`config.mk`:
```
export PLATFORM = sky130hd
export DESIGN_NAME = vga_timing_gen
export DESIGN_NICKNAME = d
export VERILOG_FILES = /design/src/rtl/vga_timing_pkg.sv /design/src/rtl/vga_timing_gen_mod_counter.sv /design/src/rtl/vga_timing_gen.sv
export SDC_FILE = /design/constraint.sdc
export NUM_CORES = 1
export LEC_CHECK = 0
export CAP_MARGIN = 20
export CORE_ASPECT_RATIO = 1.5
export CORE_MARGIN = 1.5
export CORE_UTILIZATION = 53
export DETAILED_ROUTE_END_ITERATION = 8
export MAX_ROUTING_LAYER = met4
export PLACE_DENSITY_LB_ADDON = 0.2
export SYNTH_ARGS = -nofsm -noshare
export SYNTH_HDL_FRONTEND = slang
export SYNTH_HIERARCHICAL = 1
export SYNTH_SLANG_ARGS = --single-unit
```
`constraint.sdc`:
```
create_clock -name clk_i -period 3.1 [get_ports clk_i]
set_clock_uncertainty 0.2 [all_clocks]
set_input_delay 0.62 -clock clk_i [delete_from_list [all_inputs] [get_ports clk_i]]
set_output_delay 0.62 -clock clk_i [all_outputs]
set_load 0.01 [all_outputs]
```
`src/rtl/vga_timing_pkg.sv`:
```
// Shared 640x480 @ 60 Hz VGA timing constants.
// Imported by the timing generator and by the downstream pattern generator,
// which takes its row/column widths from COL_W/ROW_W.
package vga_timing_pkg;

  localparam int unsigned H_ACTIVE = 640;
  localparam int unsigned H_FP     = 16;
  localparam int unsigned H_SYNC   = 96;
  localparam int unsigned H_BP     = 48;
  localparam int unsigned H_TOTAL  = H_ACTIVE + H_FP + H_SYNC + H_BP;

  localparam int unsigned V_ACTIVE = 480;
  localparam int unsigned V_FP     = 10;
  localparam int unsigned V_SYNC   = 2;
  localparam int unsigned V_BP     = 33;
  localparam int unsigned V_TOTAL  = V_ACTIVE + V_FP + V_SYNC + V_BP;

  // Sync windows, both ends inclusive.
  localparam int unsigned H_SYNC_START = H_ACTIVE + H_FP;
  localparam int unsigned H_SYNC_END   = H_SYNC_START + H_SYNC - 1;
  localparam int unsigned V_SYNC_START = V_ACTIVE + V_FP;
  localparam int unsigned V_SYNC_END   = V_SYNC_START + V_SYNC - 1;

  localparam int unsigned COL_W = 10;
  localparam int unsigned ROW_W = 9;

endpackage

```
`src/rtl/vga_timing_gen_mod_counter.sv`:
```
// mod_counter: modulus-N up counter with enable.
// Ports:
//   clk_i   system clock
//   rst_ni  synchronous active-low reset (to 0)
//   en_i    count enable
//   cnt_o   current count, 0..N-1
//   wrap_o  high while the count sits at N-1 (the next enabled edge wraps)
module mod_counter #(
  parameter int unsigned N = 800,
  parameter int unsigned W = 10
) (
  input  logic         clk_i,
  input  logic         rst_ni,
  input  logic         en_i,
  output logic [W-1:0] cnt_o,
  output logic         wrap_o
);

  localparam logic [W-1:0] LAST = W'(N - 1);

  logic [W-1:0] cnt_d, cnt_q;

  // Carry is a pure decode of the count so a cascaded stage can qualify it
  // with its own enable.
  assign wrap_o = (cnt_q == LAST);
  assign cnt_o  = cnt_q;

  always_comb begin
    cnt_d = cnt_q;
    if (en_i) begin
      cnt_d = wrap_o ? '0 : cnt_q + W'(1);
    end
  end

  always_ff @(posedge clk_i) begin
    if (!rst_ni) begin
      cnt_q <= '0;
    end else begin
      cnt_q <= cnt_d;
    end
  end

endmodule

```
`src/rtl/vga_timing_gen.sv`:
```
// vga_timing_gen: VGA raster timing generator.
// Two cascaded mod_counters hold the next position to present; every output
// is a register loaded from the decode of that position on enabled edges, so
// all outputs describe the same pixel and none depends combinationally on
// an input.
// Ports:
//   clk_i          system clock
//   rst_ni         synchronous active-low reset
//   en_i           pixel tick
//   column_o       pixel column, 0 outside the visible area
//   row_o          line index, 0 outside the visible area
//   active_o       visible-area flag
//   hsync_o        horizontal sync, active-low
//   vsync_o        vertical sync, active-low
//   frame_start_o  one-clk strobe when (0,0) is presented
module vga_timing_gen
  import vga_timing_pkg::*;
#(
  parameter int unsigned H_ACTIVE = vga_timing_pkg::H_ACTIVE,
  parameter int unsigned H_FP     = vga_timing_pkg::H_FP,
  parameter int unsigned H_SYNC   = vga_timing_pkg::H_SYNC,
  parameter int unsigned H_BP     = vga_timing_pkg::H_BP,
  parameter int unsigned V_ACTIVE = vga_timing_pkg::V_ACTIVE,
  parameter int unsigned V_FP     = vga_timing_pkg::V_FP,
  parameter int unsigned V_SYNC   = vga_timing_pkg::V_SYNC,
  parameter int unsigned V_BP     = vga_timing_pkg::V_BP
) (
  input  logic             clk_i,
  input  logic             rst_ni,
  input  logic             en_i,
  output logic [COL_W-1:0] column_o,
  output logic [ROW_W-1:0] row_o,
  output logic             active_o,
  output logic             hsync_o,
  output logic             vsync_o,
  output logic             frame_start_o
);

  localparam int unsigned CNT_W = 10;
  localparam int unsigned H_TOT = H_ACTIVE + H_FP + H_SYNC + H_BP;
  localparam int unsigned V_TOT = V_ACTIVE + V_FP + V_SYNC + V_BP;

  localparam logic [CNT_W-1:0] H_ACT_C    = CNT_W'(H_ACTIVE);
  localparam logic [CNT_W-1:0] HS_FIRST_C = CNT_W'(H_ACTIVE + H_FP);
  localparam logic [CNT_W-1:0] HS_LAST_C  = CNT_W'(H_ACTIVE + H_FP + H_SYNC - 1);
  localparam logic [CNT_W-1:0] V_ACT_C    = CNT_W'(V_ACTIVE);
  localparam logic [CNT_W-1:0] VS_FIRST_C = CNT_W'(V_ACTIVE + V_FP);
  localparam logic [CNT_W-1:0] VS_LAST_C  = CNT_W'(V_ACTIVE + V_FP + V_SYNC - 1);

  logic [CNT_W-1:0] h_cnt, v_cnt;
  logic             h_wrap;
  logic             v_wrap_unused;

  mod_counter #(.N(H_TOT), .W(CNT_W)) u_h_cnt (
    .clk_i  (clk_i),
    .rst_ni (rst_ni),
    .en_i   (en_i),
    .cnt_o  (h_cnt),
    .wrap_o (h_wrap)
  );

  mod_counter #(.N(V_TOT), .W(CNT_W)) u_v_cnt (
    .clk_i  (clk_i),
    .rst_ni (rst_ni),
    .en_i   (en_i & h_wrap),
    .cnt_o  (v_cnt),
    .wrap_o (v_wrap_unused)
  );

  logic active_dec, hsync_dec, vsync_dec;

  always_comb begin
    active_dec = (h_cnt < H_ACT_C) && (v_cnt < V_ACT_C);
    hsync_dec  = !((h_cnt >= HS_FIRST_C) && (h_cnt <= HS_LAST_C));
    // vsync spans whole lines, so it ignores h entirely.
    vsync_dec  = !((v_cnt >= VS_FIRST_C) && (v_cnt <= VS_LAST_C));
  end

  logic [COL_W-1:0] column_d, column_q;
  logic [ROW_W-1:0] row_d, row_q;
  logic             active_d, active_q;
  logic             hsync_d, hsync_q;
  logic             vsync_d, vsync_q;
  logic             frame_start_d, frame_start_q;

  always_comb begin
    column_d      = column_q;
    row_d         = row_q;
    active_d      = active_q;
    hsync_d       = hsync_q;
    vsync_d       = vsync_q;
    // Strobe self-clears on any edge, enabled or not.
    frame_start_d = 1'b0;
    if (en_i) begin
      // Clamp position to zero in blanking instead of exposing raw counts.
      column_d      = active_dec ? h_cnt[COL_W-1:0] : '0;
      row_d         = active_dec ? v_cnt[ROW_W-1:0] : '0;
      active_d      = active_dec;
      hsync_d       = hsync_dec;
      vsync_d       = vsync_dec;
      frame_start_d = (h_cnt == '0) && (v_cnt == '0);
    end
  end

  always_ff @(posedge clk_i) begin
    if (!rst_ni) begin
      column_q      <= '0;
      row_q         <= '0;
      active_q      <= 1'b0;
      hsync_q       <= 1'b1;
      vsync_q       <= 1'b1;
      frame_start_q <= 1'b0;
    end else begin
      column_q      <= column_d;
      row_q         <= row_d;
      active_q      <= active_d;
      hsync_q       <= hsync_d;
      vsync_q       <= vsync_d;
      frame_start_q <= frame_start_d;
    end
  end

  assign column_o      = column_q;
  assign row_o         = row_q;
  assign active_o      = active_q;
  assign hsync_o       = hsync_q;
  assign vsync_o       = vsync_q;
  assign frame_start_o = frame_start_q;

endmodule

```
==> flow_summary.json <==
{
  "status": "completed",
  "synthesis.instances": 178,
  "hpwl_mm": 2.96,
  "fmax_ghz": 0.365,
  "gp_congestion": 0.849,
  "met2_usage_pct": 44.2,
  "row_count": 25,
  "cts_setup_buffers": 0,
  "rsz0062_at_grt": "no",
  "hold_end": "active_o",
  "grt_max_degree": 21,
  "drtIter0Drc": 26,
  "clk_latency_ns": 0.29,
  "setup_tns_ns": 0,
  "period_needed_ns": 2.74,
  "via_per_inst": 6.00,
  "dieArea_um2": 3770,
  "p_per_area_nw_per_um2": 481,
  "syn-num-nets": 184,
  "final_cell_mix": "dfxtp_1, clkdlybuf4s50_1, nor2_1",
  "busiest_layer": "met2",
  "syn_avg_cell_area_um2": 10.1,
  "vias": 1476,
  "max-slew-margin-rel_pct": 54.5,
  "grt_pass1_vias": 1440,
  "tightestPinTransition_ns": 0.681,
  "routed_wl_mm": 4.23,
  "fp.coreArea_um2": 3190,
  "fin_crit_sh_pct": 88.4,
  "grt_pass1_wl_mm": 7.01,
  "grt-ovfl-total": 0,
  "r2r_cells": 8,
  "r2r_end": "u_v_cnt/cnt_o[8]",
  "ant_nets": 0,
  "dp.cells": 238,
  "setup-violations-final": 0,
  "post_cts_resized": 0,
  "syn2layout_area_growth_pct": 21.6,
  "drc": 0,
  "instances_no_fill": 246,
  "cp.required_ns": 3.13,
  "hold_buffers": 0,
  "htreeDepth": 2,
  "critPathArrivalTime_ns": 2.76,
  "ir_drop_uv": 311,
  "use_met1_pct": 29.3,
  "portBuffers": 25,
  "cp_max_fo": 7,
  "cts_buffers": 5,
  "start_util_pct": 56.5,
  "diodes": 0,
  "die_height_um": 74.5,
  "use_met3_pct": 4.22,
  "cts_root_buf": "clkbuf_8",
  "hold_depth": 1,
  "maxSlewViolCount": 0,
  "drt_first_pass_iters": 4,
  "hold_start": "active_o",
  "setup.worst_path.class": "flop to flop",
  "nets": 211,
  "mostFrequentLayoutCell": "dfxtp_1",
  "syn_area_um2": 1800,
  "wl_per_cell_um": 17.2,
  "die-width_um": 50.6,
  "reg2reg_from": "u_h_cnt/cnt_o[0]",
  "track_usage_pct": 25.1,
  "antenna_found_initial": 0,
  "end_kind": "flop",
  "yosysWarnings": 6,
  "cts_tree": "done",
  "holdCritPathClass": "flop to flop",
  "r2r_slack_ns": 0.36,
  "io_pins": 26,
  "maxCapViolations": 0,
  "path_clk_slew_ns": 0.08,
  "startpoint_type": "flop",
  "leakage_nw": 0.782,
  "clk_path_buf_depth": 2,
  "finalHoldViolCount": 0,
  "cts_sinks": 43,
  "layout-drive-gt1-share_pct": 10.7
}
## through the flow
stage	setup WS, ns	hold slack, ns	util (%)	cell area [um2]	power (W)
floorplan	0.684	0.255	-	1800	0.000606
global placement	0.489	0.249	65.1	2080	0.000621
detailed placement	0.382	0.255	65.1	2080	0.000623
CTS	0.383	0.274	68.7	2190	0.00106
global route	0.218	0.303	68.7	2190	0.00109
finish	0.361	0.270	68.7	2190	0.00105
## worst max path at each step
stage / from / end / cells past startpoint
final: u_h_cnt/cnt_o[0] / u_v_cnt/cnt_o[8] / 8
after global routing: u_h_cnt/cnt_o[0] / u_v_cnt/cnt_o[8] / 8
after CTS: u_h_cnt/cnt_o[0] / u_v_cnt/cnt_o[8] / 8
after detailed placement: u_h_cnt/cnt_o[0] / u_v_cnt/cnt_o[8] / 8
after global placement: u_h_cnt/cnt_o[0] / u_v_cnt/cnt_o[8] / 8
after floorplan: u_h_cnt/cnt_o[0] / u_v_cnt/cnt_o[8] / 9
## routing by layer
| metal | share of wire (%) | vias to the layer above |
|---|---|---|
| li1 | - | 707 |
| met1 | 41 | 724 |
| met2 | 54 | 36 |
| met3 | 3.6 | 9 |
| met4 | 1.2 | 0 |
| met5 | 0 | - |
## flip-flops by register name, indices dropped and copies added (netlist names)
| signal | cells |
|---|---|
| u_h_cnt/cnt_o | 10 |
| column_o | 10 |
| row_o | 9 |
| hsync_o | 1 |
| u_v_cnt/cnt_o | 10 |
| vsync_o | 1 |
| frame_start_o | 1 |
| active_o | 1 |
## power breakdown
part	switching, W	total, W	internal [W]
sequential	0.00000579	0.000564	0.000558
clock	0.000183	0.000443	0.000261
combinational	0.0000275	0.0000476	0.0000201
## layout make-up
type                            count  area [um2]
Tap cell                           40        50.0
Fill cell                         257         997
Clock inverter                      2        35.0
Timing Repair Buffer               26         258
Inverter                            8        30.0
Sequential cell                    43         861
Multi-Input combinational cell    121         877
Clock buffer                        6        82.6
## worst max-delay path, stage by stage (launching register included)
cell      delay [ns]
dfxtp_1         0.42
ha_1            0.25
nand4b_1        0.10
or3_4           0.36
nor3_1          0.13
and2_1          0.34
nand4_2         0.21
or4_4           0.53
a21oi_2         0.14
(Power assumes the default switching activity.)
